<file path="src/rtl/shapool_dispatch.sv">
// rtl/shapool_dispatch.sv - job slicer and result collector for a shapool array
//
// Purpose: splits a job's nonce-MSB range (start..end inclusive, wrapping at 255)
// into one-MSB slices, hands each slice to the lowest-indexed idle pool, and queues
// every success as {pool index, nonce} in a first-word-fall-through result FIFO.
//
// Ports:
//   i_clk, i_reset           clock, synchronous active-high reset
//   i_job_valid/o_job_ready  job offer handshake (ready only while idle)
//   i_job_msb_start/_end     inclusive nonce-MSB range of the job
//   i_abort                  cancel the running job (FIFO and overflow kept)
//   o_pool_reset             per-pool hold/restart, registered
//   o_pool_nonce_msb         slice MSB of pool i at [8i+7:8i]
//   i_pool_success/_nonce    per-pool success pulse with its 32-bit nonce
//   i_pool_done              per-pool slice-exhausted pulse
//   o_res_valid/i_res_ready  result FIFO pop handshake
//   o_res_nonce, o_res_pool  FIFO head
//   o_job_done               one-cycle pulse on normal completion
//   o_overflow               sticky result-drop flag, cleared on job accept

module shapool_dispatch #(
  parameter int N_POOLS         = 4,
  parameter int N_POOLS_LOG2    = 2,
  parameter int FIFO_DEPTH      = 4,
  parameter int FIFO_DEPTH_LOG2 = 2
) (
  input  logic                    i_clk,
  input  logic                    i_reset,
  input  logic                    i_job_valid,
  output logic                    o_job_ready,
  input  logic [7:0]              i_job_msb_start,
  input  logic [7:0]              i_job_msb_end,
  input  logic                    i_abort,
  output logic [N_POOLS-1:0]      o_pool_reset,
  output logic [8*N_POOLS-1:0]    o_pool_nonce_msb,
  input  logic [N_POOLS-1:0]      i_pool_success,
  input  logic [32*N_POOLS-1:0]   i_pool_nonce,
  input  logic [N_POOLS-1:0]      i_pool_done,
  output logic                    o_res_valid,
  input  logic                    i_res_ready,
  output logic [31:0]             o_res_nonce,
  output logic [N_POOLS_LOG2-1:0] o_res_pool,
  output logic                    o_job_done,
  output logic                    o_overflow
);

  typedef enum logic [0:0] {S_IDLE, S_RUN} state_t;

  localparam logic [FIFO_DEPTH_LOG2:0] L_FULL = (FIFO_DEPTH_LOG2+1)'(FIFO_DEPTH);

  state_t r_state, w_state_next;

  logic [N_POOLS-1:0]         r_active, r_pending, r_pool_reset;
  logic [8*N_POOLS-1:0]       r_pool_msb;
  logic [31:0]                r_pend_nonce [N_POOLS];
  logic [7:0]                 r_next_msb;
  logic [8:0]                 r_remaining;
  logic                       r_job_done, r_overflow;

  logic [31:0]                r_fifo_nonce [FIFO_DEPTH];
  logic [N_POOLS_LOG2-1:0]    r_fifo_pool  [FIFO_DEPTH];
  logic [FIFO_DEPTH_LOG2-1:0] r_wr_ptr, r_rd_ptr;
  logic [FIFO_DEPTH_LOG2:0]   r_count;

  logic                    w_accept, w_assign, w_complete;
  logic                    w_any_idle, w_any_pend, w_push, w_pop, w_drop;
  logic [N_POOLS_LOG2-1:0] w_idle_idx, w_drain_idx;
  logic [N_POOLS-1:0]      w_assign_oh, w_drain_oh, w_capture;
  logic [N_POOLS-1:0]      w_active_next, w_pending_next;

  // Lowest idle pool and lowest pending pool; the descending loop lets the
  // lowest index win.
  always_comb begin
    w_any_idle  = 1'b0;
    w_idle_idx  = '0;
    w_any_pend  = 1'b0;
    w_drain_idx = '0;
    for (int i = N_POOLS-1; i >= 0; i--) begin
      if (!r_active[i]) begin
        w_any_idle = 1'b1;
        w_idle_idx = N_POOLS_LOG2'(i);
      end
      if (r_pending[i]) begin
        w_any_pend  = 1'b1;
        w_drain_idx = N_POOLS_LOG2'(i);
      end
    end
  end

  // Abort overrides every dispatcher action; only host pops still happen.
  assign w_accept    = (r_state == S_IDLE) && i_job_valid && !i_abort;
  assign w_assign    = (r_state == S_RUN) && !i_abort && (r_remaining != 9'd0) && w_any_idle;
  assign w_assign_oh = w_assign ? (N_POOLS'(1) << w_idle_idx) : '0;
  assign w_complete  = (r_state == S_RUN) && (r_remaining == 9'd0) &&
                       (r_active == '0) && (r_pending == '0);

  assign w_pop       = i_res_ready && (r_count != '0);
  assign w_push      = !i_abort && w_any_pend && ((r_count != L_FULL) || w_pop);
  assign w_drain_oh  = w_push ? (N_POOLS'(1) << w_drain_idx) : '0;

  // A success is kept even if the same pool reports done in that cycle,
  // because capture looks at the current active bit.
  assign w_capture   = i_abort ? '0 : (i_pool_success & r_active & ~r_pending);
  assign w_drop      = !i_abort && ((i_pool_success & r_active & r_pending) != '0);

  assign w_active_next  = i_abort ? '0 : ((r_active & ~(i_pool_done & r_active)) | w_assign_oh);
  assign w_pending_next = i_abort ? '0 : ((r_pending & ~w_drain_oh) | w_capture);

  always_ff @(posedge i_clk) begin
    if (i_reset) r_state <= S_IDLE;
    else         r_state <= w_state_next;
  end

  always_comb begin
    w_state_next = r_state;
    o_job_ready  = (r_state == S_IDLE);
    case (r_state)
      S_IDLE:  if (w_accept) w_state_next = S_RUN;
      S_RUN:   if (i_abort || w_complete) w_state_next = S_IDLE;
      default: w_state_next = S_IDLE;
    endcase
  end

  always_ff @(posedge i_clk) begin
    if (i_reset) begin
      r_active     <= '0;
      r_pending    <= '0;
      r_pool_reset <= '1;
      r_pool_msb   <= '0;
      r_next_msb   <= '0;
      r_remaining  <= '0;
      r_job_done   <= 1'b0;
      r_overflow   <= 1'b0;
      r_wr_ptr     <= '0;
      r_rd_ptr     <= '0;
      r_count      <= '0;
    end else begin
      r_active   <= w_active_next;
      r_pending  <= w_pending_next;
      // New assignee sees one cycle of reset together with its new MSB.
      r_pool_reset <= ~w_active_next | w_assign_oh;
      r_job_done <= w_complete && !i_abort;

      if (i_abort) begin
        r_remaining <= '0;
      end else if (w_accept) begin
        r_next_msb  <= i_job_msb_start;
        r_remaining <= {1'b0, i_job_msb_end - i_job_msb_start} + 9'd1;
      end else if (w_assign) begin
        r_pool_msb[8*w_idle_idx +: 8] <= r_next_msb;
        r_next_msb  <= r_next_msb + 8'd1;
        r_remaining <= r_remaining - 9'd1;
      end

      if (w_accept)    r_overflow <= 1'b0;
      else if (w_drop) r_overflow <= 1'b1;

      if (w_push) r_wr_ptr <= r_wr_ptr + 1'b1;
      if (w_pop)  r_rd_ptr <= r_rd_ptr + 1'b1;
      case ({w_push, w_pop})
        2'b10:   r_count <= r_count + 1'b1;
        2'b01:   r_count <= r_count - 1'b1;
        default: r_count <= r_count;
      endcase
    end
  end

  always_ff @(posedge i_clk) begin
    for (int i = 0; i < N_POOLS; i++) begin
      if (w_capture[i]) r_pend_nonce[i] <= i_pool_nonce[32*i +: 32];
    end
    if (w_push) begin
      r_fifo_nonce[r_wr_ptr] <= r_pend_nonce[w_drain_idx];
      r_fifo_pool[r_wr_ptr]  <= w_drain_idx;
    end
  end

  assign o_pool_reset     = r_pool_reset;
  assign o_pool_nonce_msb = r_pool_msb;
  assign o_res_valid      = (r_count != '0);
  assign o_res_nonce      = r_fifo_nonce[r_rd_ptr];
  assign o_res_pool       = r_fifo_pool[r_rd_ptr];
  assign o_job_done       = r_job_done;
  assign o_overflow       = r_overflow;

endmodule

</file>
<file path="config.mk">
export PLATFORM = sky130hd
export DESIGN_NAME = shapool_dispatch
export DESIGN_NICKNAME = d
export VERILOG_FILES = /design/src/rtl/shapool_dispatch.sv
export SDC_FILE = /design/constraint.sdc
export NUM_CORES = 1
export LEC_CHECK = 0
export CAP_MARGIN = 20
export CORE_AREA = 2 2 170 172
export DETAILED_ROUTE_END_ITERATION = 10
export DIE_AREA = 0 0 172 174
export MAX_ROUTING_LAYER = met4
export PLACE_DENSITY = 0.84
export SLEW_MARGIN = 0
export SYNTH_ARGS = -nofsm -noshare
export SYNTH_HDL_FRONTEND = slang
export SYNTH_SLANG_ARGS = --single-unit
</file>
<file path="constraint.sdc">
create_clock -name i_clk -period 3.4 [get_ports i_clk]
set_clock_uncertainty 0.05 [all_clocks]
set_input_delay 0.34 -clock i_clk [delete_from_list [all_inputs] [get_ports i_clk]]
set_output_delay 0.34 -clock i_clk [all_outputs]
set_load 0.05 [all_outputs]
</file>
Word level (Yosys, flattened, before mapping)
Memories as Yosys holds them, arrays and structs flattened. A register that Yosys moved wholly into a read port is not among the register bits.
Index checks and enable logic that the tools add are counted.
{"block": "op_classes", "eq_ne": 3, "muxes": 43, "reduce_logical": 28, "bitwise_logic": 16, "shifts": 4, "n_addsub": 9}
{"operator": "$neg 5->34", "n": 1}
{"operator": "$shift 8x34->32 const A", "n": 1}
{"operator": "$shiftx 8x34->32", "n": 1}
{"operator": "$bwmux 32", "n": 1}
{"operator": "$and 4x4->4", "n": 6}
{"operator": "$mux 2", "n": 12}
{"operator": "$mux 1", "n": 20}
{"operator": "$mux 9", "n": 2}
{"operator": "$mux 4", "n": 4}
{"operator": "$mux 8", "n": 2}
{"operator": "$not 4->4", "n": 4}
{"operator": "$logic_and 1x1->1", "n": 13}
{"operator": "$or 4x4->4", "n": 3}
{"operator": "$add 8x1->9 const B", "n": 1}
{"operator": "$logic_not 9->1", "n": 1}
{"operator": "$reduce_bool 9->1", "n": 1}
{"operator": "$sub 9x1->9 const B", "n": 1}
{"operator": "$add 8x1->8 const B", "n": 1}
{"operator": "$logic_not 4->1", "n": 2}
{"operator": "$shl 1x2->4 const A", "n": 2}
{"operator": "$sub 8x8->8", "n": 1}
{"operator": "$pmux 3 s2", "n": 1}
{"operator": "$add 2x1->2 const B", "n": 2}
{"operator": "$reduce_bool 2->1", "n": 2}
{"operator": "14 further kinds", "n": 18}
{"block": "totals", "ramBits": 264, "output_inout_bits": 74, "reg_bits": 71, "n_memories": 3}
{"memory": "r_fifo_nonce", "words": 4, "width": 32, "read_ports": 1, "rd_clocked_by_memory_dff": 1, "write_ports": 1, "line_no": "60", "text": "logic [31:0] r_fifo_nonce [FIFO_DEPTH];"}
{"memory": "r_pend_nonce", "words": 4, "width": 32, "read_ports": 1, "rd_clocked_by_memory_dff": 0, "write_ports": 4, "line_no": "55", "text": "logic [31:0] r_pend_nonce [N_POOLS];"}
{"memory": "r_fifo_pool", "words": 4, "width": 2, "read_ports": 1, "rd_clocked_by_memory_dff": 1, "write_ports": 1, "line_no": "61", "text": "logic [N_POOLS_LOG2-1:0] r_fifo_pool [FIFO_DEPTH];"}

Depth between registers and ports, before layout
{"block": "logic_depth", "word_depth": 10, "depth_mapped": 10, "mapped_depth_nobuf": 10}

Worst setup path after synthesis
OpenSTA, ideal clock, no wires.
{"block": "synth_path", "path_kind": "flip-flop to flip-flop", "startpoint": "reg r_active[0]", "endpoint": "mem r_pend_nonce[0][0], enable pin", "setup_slack_ns": -0.020, "setup_time_ns": 0.461, "path_stages_with_launch": 4, "synth_period_minus_slack_ns": 3.420, "arrival_ns": 2.909, "path_cell_list": "dfxtp_1 > clkbuf_1 > nand2_1 > nor3_1"}
{"element": "from (decl)", "line_no": "53", "text": "logic [N_POOLS-1:0] r_active, r_pending, r_pool_reset;"}
{"element": "from (signal assigned)", "line_no": "138", "text": "r_active <= w_active_next;"}
{"element": "to (decl)", "line_no": "55"}

==> flow_metrics.env <==
export IMPL_status="finished clean"
export IMPL_post_cts_buffers=0
export IMPL_cp_depth=3
export IMPL_die_h_um=174
export IMPL_cts_path_max_buffers=3
export IMPL_dieArea_mm2=0.02993
export IMPL_slew_headroom_pct=36.16
export IMPL_cts_htree_levels=2
export IMPL_fin_crit_ns=3.035
export IMPL_whs_path_depth=1
export IMPL_grt_ovfl_total=0
export IMPL_worst_setup_path_start_kind="flip-flop"
export IMPL_setup_tns_ns=0
export IMPL_drc=0
export IMPL_coreArea_mm2=0.02824
export IMPL_hp_class="input port to flip-flop"
export IMPL_viasPerCell=5.360
export IMPL_synthCells=852
export IMPL_antenna_found_initial=11
export IMPL_syn_nets=1026
export IMPL_fmax_mhz=329.5
export IMPL_avgSynthCellArea_um2=15.36
export IMPL_ioPinCount=231
export IMPL_drt_pass1_iterations=7
export IMPL_required_ns=3.01
export IMPL_vdd_ir_drop_max_mv=0.3635
export IMPL_power_density_mw_per_mm2=565.3
export IMPL_vias=8147
export IMPL_slowest_stage="clkdlybuf4s50_1"
export IMPL_worstPathMaxFanout=21
export IMPL_port_buffers=230
export IMPL_grt_pass1_vias=8373
export IMPL_path_cells="buf_4 > mux4_2 > clkdlybuf4s50_1"
export IMPL_critPathArrivalTime_ns=2.64
export IMPL_cts_resized=0
export IMPL_cts_sinks=337
export IMPL_rsz0062_at_grt="false"
export IMPL_yosysSeqAreaShare_pct=71.75
export IMPL_wl_um=31760
export IMPL_rows=62
export IMPL_yosysUniqueCellTypes=54
export IMPL_drv_cap=0
export IMPL_holdBufCountCts=0
export IMPL_finalCritPeriodShare_pct=89.25
export IMPL_numCtsBuffers=34
export IMPL_synth_main_ff_cell="edfxtp_1"
export IMPL_drive_gt1_share_pct=12.28
export IMPL_cts_tree="done"
export IMPL_globalplace_congestion=0.8613
export IMPL_synth_edf_count=264
export IMPL_async_flop_share_pct=0
export IMPL_routedWlPerCell_um=20.89
export IMPL_ys_warn_count=0
export IMPL_nets=1272
export IMPL_antenna_left=0
export IMPL_syn_area_mm2=0.01309
export IMPL_crit_buf_inv=2
export IMPL_slew_violations=0
export IMPL_post_dp_hpwl_um=21150
export IMPL_regToRegSetupSlack_ns=0.74
export IMPL_slowest_delay_ns=0.78
export IMPL_p_leak_nw=5.719
export IMPL_crit_family="buffers and inverters"
export IMPL_r2r_cells=8
export IMPL_die_w_um=172
export IMPL_crit_type="flip-flop to output port"
export IMPL_grt_max_degree=51
export IMPL_grt_pass1_wl_um=47670
export IMPL_tightestPinTransition_ns=0.9555
export IMPL_area_growth_pct=30.76
export IMPL_dr_first_iter_drc_count=771
export IMPL_whs_ns=0.3251
export IMPL_fin_util_pct=60.59
export IMPL_clkLatencyLatePin_ns=0.51
export IMPL_path_clk_slew_ns=0.06
export IMPL_hold_viol_final=0
export IMPL_end_kind="output port"
export IMPL_initial_utilization_pct=46.34
export IMPL_track_usage_pct=21.70
export IMPL_setup_violations=0
export IMPL_synth_seq_cells=337
export IMPL_cts_root_buf="clkbuf_16"
-- cell usage after synthesis (3+ instances only) --
| cell | count | area share (%) |
|---|---|---|
| a211oi_1 | 13 | 0.75 |
| a21oi_1 | 21 | 0.80 |
| a222oi_1 | 32 | 2.4 |
| and2_1 | 6 | 0.29 |
| buf_2 | 6 | 0.23 |
| clkbuf_1 | 40 | 1.1 |
| dfxtp_1 | 73 | 11 |
| edfxtp_1 | 264 | 61 |
| ha_1 | 15 | 1.4 |
| inv_1 | 24 | 0.69 |
| mux2i_1 | 30 | 2.3 |
| mux4_2 | 34 | 5.9 |
| nand2_1 | 85 | 2.4 |
| nand2b_1 | 5 | 0.24 |
| nand3_1 | 16 | 0.61 |
| nand4_1 | 10 | 0.48 |
| nor2_1 | 70 | 2.0 |
| nor2b_1 | 7 | 0.33 |
| nor3_1 | 12 | 0.46 |
| nor3b_1 | 6 | 0.34 |
| nor4_1 | 5 | 0.24 |
| o21a_1 | 3 | 0.17 |
| o21ai_0 | 8 | 0.31 |
| or3_1 | 3 | 0.14 |
| xnor2_1 | 19 | 1.3 |
| xor2_1 | 8 | 0.54 |
-- kinds of logic after synthesis --
group                      count (synthesis)  share of synthesized area, %
buffers and inverters                     72                         2.209
DFF                                      337                         71.75
muxes                                     64                         8.147
xor gates and xnor gates                  27                         1.807
and+or+nand+nor                          238                         8.472
AOI/OAI and AO/OA                         97                         5.871
adders and majority gates                 17                         1.740
-- sequential cells by signal (all words and copies together), names as in the netlist, 2 cells and up, named ones only --
name / count
r_active: 4
o_pool_nonce_msb: 32
r_count: 3
r_pending: 4
r_pend_nonce: 128
r_remaining: 9
r_fifo_pool: 8
r_wr_ptr: 2
o_pool_reset: 4
r_next_msb: 8
r_fifo_nonce: 128
r_rd_ptr: 2
-- stage by stage --
stage / cell area (µm²) / total power (W) / cells / setup WS [ns]
6_report: 17110 / 0.009673 / 1520 / 0.3655
5_1_grt: 17110 / 0.01001 / 1519 / 0.2718
4_1_cts: 17080 / 0.009746 / 1508 / 0.3386
3_5_place_dp: 15970 / 0.006082 / 1446 / 0.3061
3_3_place_gp: 15970 / 0.006059 / 1446 / 0.3928
2_1_floorplan: 13090 / 0.005531 / 852 / 0.02565
-- layer usage --
layer | GRT usage, % | up-vias | wire (µm)
met4 | 6.828 | 0 | 876
met5 | - | - | 0
met3 | 7.536 | 55 | 3566
met2 | 34.87 | 362 | 15330
li1 | - | 3781 | -
met1 | 25.73 | 3949 | 11990
-- worst paths after layout --
path,start,endpoint
worst max register to register,r_remaining[0]$_SDFFE_PP0N_,r_next_msb[4]$_SDFFE_PP0P_
worst min register to register,o_pool_nonce_msb[31]$_SDFFE_PP0P_,o_pool_nonce_msb[31]$_SDFFE_PP0P_
worst min-delay path,i_pool_nonce[80],r_pend_nonce[2][16]$_DFFE_PP_
worst max-delay path,flip-flop,o_res_nonce[12]
-- layout make-up --
| cell class | count | area (µm²) |
|---|---|---|
| fillers | 2113 | 11130 |
| flip-flops and latches | 337 | 9392 |
| multi-input cells | 443 | 3470 |
| repair buffers | 258 | 2537 |
| clock buffers | 44 | 923.4 |
| well taps | 384 | 480.5 |
| clock inverters | 18 | 187.7 |
| inverters | 24 | 90.09 |
| diodes | 12 | 30.03 |
-- power breakdown --
part / switching (W) / internal (W)
Sequential: 0.0000535 / 0.00445
Clock: 0.00151 / 0.00217
Combinational: 0.000826 / 0.000667
Total: 0.00239 / 0.00728
-- cell usage in the layout, fill, tap and decap left out, types with 6 or more instances in the layout --
cell	Yosys	layout
a211oi_1	13	13
dfxtp_1	73	71
clkinv_2	0	10
nand2_1	85	85
edfxtp_1	264	264
buf_4	1	26
nand4_1	10	10
a222oi_1	32	32
o21ai_0	8	8
ha_1	15	15
mux2i_1	30	30
inv_1	24	24
nor3_1	12	7
clkbuf_16	0	35
nor2_1	70	69
xnor2_1	19	19
xor2_1	8	8
a21oi_1	21	21
nor2b_1	7	6
nand3_1	16	16
mux4_2	34	34
clkbuf_1	40	7
clkdlybuf4s50_1	0	230
diode_2	0	12
No activity file was read; power rests on OpenSTA's default activity.
